<file path="src/rtl/comparator_seq_ctrl.sv">
// Wide unsigned magnitude compare done one nibble per cycle, MSB nibble first.
// Define CMP_EARLY_EXIT_EN to stop at the first differing nibble instead of always scanning all nibbles.
module comparator_seq_ctrl #(
    parameter int NIBBLES = 4
) (
    input  logic                 clk,
    input  logic                 rst,
    input  logic                 start,
    input  logic [4*NIBBLES-1:0] A,
    input  logic [4*NIBBLES-1:0] B,
    output logic                 busy,
    output logic                 done,
    output logic                 A_great_B,
    output logic                 A_equal_B,
    output logic                 A_less_B
);

    localparam int IDX_W = $clog2(NIBBLES);

    typedef enum logic [1:0] {
        IDLE = 2'd0,
        CMP  = 2'd1,
        DONE = 2'd2
    } state_t;

    state_t               state;
    state_t               state_next;
    logic [4*NIBBLES-1:0] a_reg;
    logic [4*NIBBLES-1:0] b_reg;
    logic [IDX_W-1:0]     idx;
    logic [3:0]           a_nib;
    logic [3:0]           b_nib;
    logic                 nib_gt;
    logic                 nib_lt;
    logic                 decided;
    logic                 last_nib;

    always_ff @(posedge clk) begin
        if (rst) begin
            state <= IDLE;
        end else begin
            state <= state_next;
        end
    end

    // The single shared 4-bit compare stage looks at whichever nibble idx selects.
    always_comb begin
        a_nib   = a_reg[{idx, 2'b00} +: 4];
        b_nib   = b_reg[{idx, 2'b00} +: 4];
        nib_gt  = a_nib > b_nib;
        nib_lt  = a_nib < b_nib;
        decided = A_great_B | A_less_B;
`ifdef CMP_EARLY_EXIT_EN
        last_nib = (idx == '0) || nib_gt || nib_lt;
`else
        last_nib = (idx == '0);
`endif
    end

    always_comb begin
        state_next = state;
        case (state)
            IDLE: if (start) state_next = CMP;
            CMP:  if (last_nib) state_next = DONE;
            DONE: state_next = IDLE;
            default: state_next = IDLE;
        endcase
    end

    assign busy = (state != IDLE);
    assign done = (state == DONE);

    // Once a differing nibble has set a flag, lower nibbles are only walked for fixed timing.
    always_ff @(posedge clk) begin
        if (rst) begin
            a_reg     <= '0;
            b_reg     <= '0;
            idx       <= '0;
            A_great_B <= 1'b0;
            A_equal_B <= 1'b0;
            A_less_B  <= 1'b0;
        end else begin
            case (state)
                IDLE: begin
                    if (start) begin
                        a_reg     <= A;
                        b_reg     <= B;
                        idx       <= IDX_W'(NIBBLES - 1);
                        A_great_B <= 1'b0;
                        A_equal_B <= 1'b0;
                        A_less_B  <= 1'b0;
                    end
                end
                CMP: begin
                    if (!decided) begin
                        if (nib_gt) begin
                            A_great_B <= 1'b1;
                        end else if (nib_lt) begin
                            A_less_B <= 1'b1;
                        end else if (idx == '0) begin
                            A_equal_B <= 1'b1;
                        end
                    end
                    if (idx != '0) begin
                        idx <= idx - 1'b1;
                    end
                end
                default: begin
                end
            endcase
        end
    end

endmodule
</file>
<file path="config.mk">
export PLATFORM = sky130hd
export DESIGN_NAME = comparator_seq_ctrl
export DESIGN_NICKNAME = d
export VERILOG_FILES = /design/src/rtl/comparator_seq_ctrl.sv
export SDC_FILE = /design/constraint.sdc
export NUM_CORES = 1
export LEC_CHECK = 0
export CORE_ASPECT_RATIO = 1.5
export CORE_MARGIN = 5
export CORE_UTILIZATION = 45
export DETAILED_ROUTE_END_ITERATION = 10
export PLACE_DENSITY = 0.73
export SLEW_MARGIN = 20
export SYNTH_ARGS = -nofsm -noshare
export SYNTH_HDL_FRONTEND = slang
export SYNTH_SLANG_ARGS = --single-unit
</file>
<file path="constraint.sdc">
create_clock -name clk -period 2.3 [get_ports clk]
set_clock_uncertainty 0.2 [all_clocks]
set_input_delay 0.69 -clock clk [delete_from_list [all_inputs] [get_ports clk]]
set_output_delay 0.69 -clock clk [all_outputs]
set_load 0.05 [all_outputs]
</file>
==> results of run 1 <==
## final cells by class
type                            count  area [um2]
Multi-Input combinational cell    138         935
Sequential cell                    39         785
Clock buffer                        5        68.8
Timing Repair Buffer               55         543
Tap cell                           45        56.3
Inverter                            7        26.3
Fill cell                         323        1430
Clock inverter                      3        43.8
## power by group
group / leakage [uW] / switching, uW / internal (uW)
Clock: 0.0000581 / 238 / 323
Combinational: 0.000561 / 227 / 264
Sequential: 0.000321 / 43.1 / 729
## logic make-up after synthesis
logic type	count (synthesis)	synth area share (%)
AO/OA/AOI/OAI	42	13.3
adder cells (fa/ha/maj)	5	3.51
buffers and inverters	20	6.81
flip-flops	39	43.8
multiplexers	9	10.9
AND/OR/NAND/NOR	82	21.6
## through the flow
step / TNS, ps / cell area [um2] / setup slack (ps) / total power, uW / hold WS (ps)
floorplan: -69.2 / 1800 / -69.2 / 1070 / 233
global placement: -74.1 / 2270 / -74.1 / 1210 / 242
detailed placement: -140 / 2270 / -114 / 1220 / 247
CTS: -99.8 / 2450 / -88.9 / 1820 / 258
global route: -460 / 2460 / -176 / 1920 / 279
finish: -185 / 2460 / -93.3 / 1820 / 258
## path summary, 6_finish.rpt
kind             start         to  slack, ps  depth (start not counted)
max reg2reg     idx[0]  A_equal_B        -90                          7
min reg2reg  b_reg[10]  b_reg[10]        260                          2
max             idx[0]  A_equal_B        -90                          7
min          b_reg[10]  b_reg[10]        260                          2
## worst max-delay path, cell delays in order, from the launching register on
cell and delay (ps):
dfxtp_4 380, buf_4 110, mux4_2 510, ha_4 230, and2b_2 180, o211ai_1 280, a21oi_2 100, mux2_4 300
## routing by layer
layer | track usage [%] | part of all wire (%) | vias up
met5 | 0 | 0 | -
met4 | 8.11 | 2.4 | 0
met3 | 4.15 | 4.2 | 11
met2 | 30.6 | 57 | 31
met1 | 16.4 | 37 | 703
li1 | - | - | 760
## placed cells by master, fill, tap and decap left out, drive strengths merged, types with 2 or more instances in the layout
cell type and instances:
nand2 65, dfxtp 39, a21oi 35, clkdlybuf4s50 34, buf 21, mux4 8
inv 7, nor2 6, clkbuf 5, ha 5, and2b 2, nor3 2
o211ai 2, nor3b 2, clkinv 2
## timing repair
| item | CTS | global route |
|---|---|---|
| pin swaps | 4 | 0 |
| endpoints found under the setup margin | 2 | 3 |
| buffers inserted | 2 | 1 |
| resized for setup | 7 | 1 |
==> flow_summary.json, run 1 <==
{
  "clk_pin_slew_ps": 80,
  "cts_made_buffers": 5,
  "drv_slew": 0,
  "max_freq_ghz": 0.418,
  "cp.required_ps": 2280,
  "hpwlAfterDp_um": 3010,
  "p_leak_uw": 0.000940,
  "areaGrowthSynthToFinish_pct": 37.8,
  "yosysWarnings": 0,
  "fin_crit_sh_pct": 104,
  "antenna_left": 0,
  "post-route-util_pct": 63.2,
  "dieArea_um2": 5350,
  "powerDensity_nw_per_um2": 742,
  "yosysMostFrequentCell": "nand2_1",
  "start_util_pct": 45.8,
  "dr.pass1.iters": 4,
  "syn_area_per_cell_um2": 9.05,
  "slew_headroom_pct": 76.5,
  "wl_per_cell_um": 13.7,
  "status": "finished, violations left",
  "critical_path.max_fanout": 4,
  "clk_path_buf_depth": 2,
  "rsz0062_at_grt": "yes",
  "clock_latency_ps": 290,
  "antenna_found_initial": 0,
  "grt_pass1_wl_um": 6500,
  "cts_root_buffer": "clkbuf_8",
  "ir_drop_v": 0.000514,
  "synth_area_um2": 1780,
  "clock_sinks": 39,
  "worst_slack_ps": -93.3,
  "drive_gt1_share_pct": 21.9,
  "htreeDepth": 2,
  "finalSetupViolCount": 3,
  "synth_seq_area_share_pct": 43.8,
  "grt_pass1_vias": 1487,
  "drc_errors": 0,
  "netlist_instances": 197,
  "ys_ff_latch": 39,
  "vias": 1505,
  "synth-async-reset-ratio_pct": 0,
  "yosys-top-cells-count": "nand2_1, dfxtp_1, a21oi_1",
  "yosysTopAreaCellShare_pct": 43.8,
  "pin_count": 40,
  "core_area_um2": 3890,
  "routed_wirelength_um": 4000,
  "yosys.area.top_type": "dfxtp_1",
  "drt_iter0_drc": 32,
  "ys_top_cells_by_area": "dfxtp_1, nand2_1, mux4_2",
  "cts_hold_buf": 0,
  "start_kind": "register",
  "die_h_um": 87.1,
  "grt-ovfl-total": 0,
  "grt_usage_pct": 16.6,
  "worst_pin_slew_ps": 352,
  "routed_via_density": 5.15,
  "grt_max_degree": 21,
  "gp_congestion": 0.811,
  "crit_type": "register to register",
  "num_rows": 28,
  "cts_tree": "yes",
  "synthFlopType": "dfxtp_1",
  "hold_viol": 0,
  "arrival_ps": 2370,
  "post-route-min-period_ps": 2390,
  "end_kind": "register",
  "synth_edf_count": 0,
  "final_cells": 292,
  "synth_fp_nets": 237,
  "nNetsFinal": 286,
  "hold_class": "register to register",
  "portBuffers": 39,
  "maxCapViolations": 0,
  "die_w_um": 61.4,
  "dp.cells": 281,
  "violations": "setup timing",
  "ys_types": 30,
  "antenna_cells": 0
}
No activity file was read; power rests on OpenSTA's default activity.
==> run 2, diff against run 1 <==
--- a/config.mk
+++ b/config.mk
@@ -9,7 +9,8 @@
 export CORE_MARGIN = 5
 export CORE_UTILIZATION = 45
 export DETAILED_ROUTE_END_ITERATION = 10
-export PLACE_DENSITY = 0.73
+export MAX_ROUTING_LAYER = met4
+export PLACE_DENSITY = 0.71
 export SLEW_MARGIN = 20
 export SYNTH_ARGS = -nofsm -noshare
 export SYNTH_HDL_FRONTEND = slang
==> constraint.sdc (replaced) <==
create_clock -name clk -period 3 [get_ports clk]
set_clock_uncertainty 0.2 [all_clocks]
set_input_delay 0.9 -clock clk [delete_from_list [all_inputs] [get_ports clk]]
set_output_delay 0.9 -clock clk [all_outputs]
set_load 0.05 [all_outputs]
==> run 2 against run 1 <==
The flow now finishes without violations; hold slack hardly changed; clock-buffer cell count unchanged; global-route usage down 0.77 points; power fell by 27%; non-clock buffer count down 10; flip-flop and latch count unchanged; cell count fell by 3.4%; first-iteration DRC count grew 16%; clock power decreased by 22%; critical endpoint is now done; largest power group unchanged.
==> flow_summary.json, run 2 (synthesis results as in run 1) <==
{
  "routed_wirelength_um": 3820,
  "dr.pass1.iters": 4,
  "critical_path.cell_chain": "and2b_2 > clkdlybuf4s50_1",
  "antenna_found_initial": 0,
  "worst_pin_slew_ps": 495,
  "grt_usage_pct": 15.8,
  "num_rows": 28,
  "power.total_uw": 1330,
  "clock_sinks": 39,
  "regToRegStartpoint": "idx[0]",
  "p_leak_uw": 0.000866,
  "endpoint": "done",
  "core_area_um2": 3890,
  "antenna_cells": 0,
  "cts_made_buffers": 5,
  "cts_resized": 0,
  "hold_class": "register to register",
  "routed_via_density": 5.06,
  "cts_root_buffer": "clkbuf_8",
  "layout_common_cells": "nand2_1, dfxtp_1, clkdlybuf4s50_1, a21oi_1, mux4_2",
  "start_util_pct": 45.8,
  "antenna_left": 0,
  "portBuffers": 39,
  "clk_path_buf_depth": 2,
  "drc_errors": 0,
  "r2r_end": "A_equal_B",
  "drv_slew": 0,
  "slowest_stage": "clkdlybuf4s50_1",
  "drt_iter0_drc": 37,
  "grt_pass1_vias": 1410,
  "critical_path.max_fanout": 5,
  "grt_pass1_wl_um": 6180,
  "slew_headroom_pct": 66.9,
  "rr_worst_depth": 6,
  "crit_type": "register to primary output",
  "ff2ff_setup_slack_ps": 350,
  "clock_latency_ps": 290,
  "setup_tns_ps": 0,
  "maxCapViolations": 0,
  "end_kind": "primary output",
  "powerDensity_nw_per_um2": 582,
  "cp.required_ps": 1900,
  "rsz0062_at_grt": "no",
  "grt_max_degree": 33,
  "clk_pin_slew_ps": 80,
  "nNetsFinal": 276,
  "arrival_ps": 1740,
  "wl_per_cell_um": 13.5,
  "hpwlAfterDp_um": 2880,
  "die_h_um": 87.1,
  "cts_tree": "yes",
  "grt-ovfl-total": 0,
  "drive_gt1_share_pct": 13.5,
  "final_common_cell": "nand2_1",
  "critPathLaunch": "state[1]",
  "htreeDepth": 2,
  "post_cts_buffers": 0,
  "cpLargestDelayFamily": "buffers and inverters",
  "ir_drop_v": 0.000583,
  "dieArea_um2": 5350,
  "cts_hold_buf": 0,
  "vias": 1426,
  "crit_cells": 2,
  "slowest_delay_ps": 790,
  "fin_crit_sh_pct": 94.7,
  "start_kind": "register",
  "status": "complete, no violations",
  "gp_congestion": 0.730,
  "critPathBufInv": 1,
  "hold_viol": 0,
  "pin_count": 40,
  "areaGrowthSynthToFinish_pct": 28.6,
  "finalSetupViolCount": 0,
  "fillers": 345,
  "post-route-min-period_ps": 2840,
  "max_freq_ghz": 0.352,
  "holdPathStages": 2,
  "die_w_um": 61.4
}
-- run 2: changes by cell type in the layout (fill, tap and decap cells not counted), moves of 2 or more --
cell	before	now
buf_4	16	6
buf_12	3	0
ha_4	4	0
clkdlybuf4s50_1	34	39
ha_1	1	5
buf_6	2	0
-- run 2: final cells by class --
class	instances	area, um2	area share, %
Multi-Input combinational cell	138	881	38.4
Clock inverter	3	43.8	1.91
Inverter	7	26.3	1.15
Tap cell	45	56.3	2.46
Timing Repair Buffer	45	435	19.0
Sequential cell	39	781	34.1
Clock buffer	5	68.8	3.00
-- run 2: layer usage --
metal  up-vias  part of all wire, %  track usage [%]
li1        741                    -                -
met1       646                   39             17.2
met2        34                   55             27.7
met3         5                  4.9             3.71
met4         0                  1.1             5.02
met5         -                    0                -
-- run 2: worst min path at each step --
stage                end       from
2_1_floorplan  a_reg[10]  a_reg[10]
3_3_place_gp   a_reg[14]  a_reg[14]
3_5_place_dp   a_reg[10]  a_reg[10]
4_1_cts        a_reg[10]  a_reg[10]
5_1_grt        a_reg[10]  a_reg[10]
6_report       a_reg[10]  a_reg[10]
-- run 2: report_power, final --
| part | leakage, uW | total [uW] | internal (uW) | switching, uW |
|---|---|---|---|---|
| combinational | 0.000488 | 298 | 152 | 146 |
| clock | 0.0000581 | 438 | 248 | 191 |
| sequential | 0.000320 | 597 | 558 | 39.2 |
| total | 0.000866 | 1330 | 958 | 376 |
-- run 2: stage by stage --
step / util, % / worst slack [ps] / hold WS (ps) / area (um2) / std cells
after global routing: 58.9 / 92.0 / 272 / 2290 / 282
after floorplan: - / 544 / 233 / 1780 / 197
after detailed placement: 56.0 / 339 / 248 / 2180 / 274
after global placement: 56.0 / 389 / 241 / 2180 / 274
after CTS: 58.9 / 156 / 259 / 2290 / 282
final: 58.9 / 159 / 257 / 2290 / 282
-- run 2: worst register-to-register path, cell delays in order, from the launching register on --
cell and delay [ps]:
dfxtp_1 570, mux4_2 560, ha_1 320, and2b_2 200
o211ai_1 280, a21oi_2 110, mux2_4 300
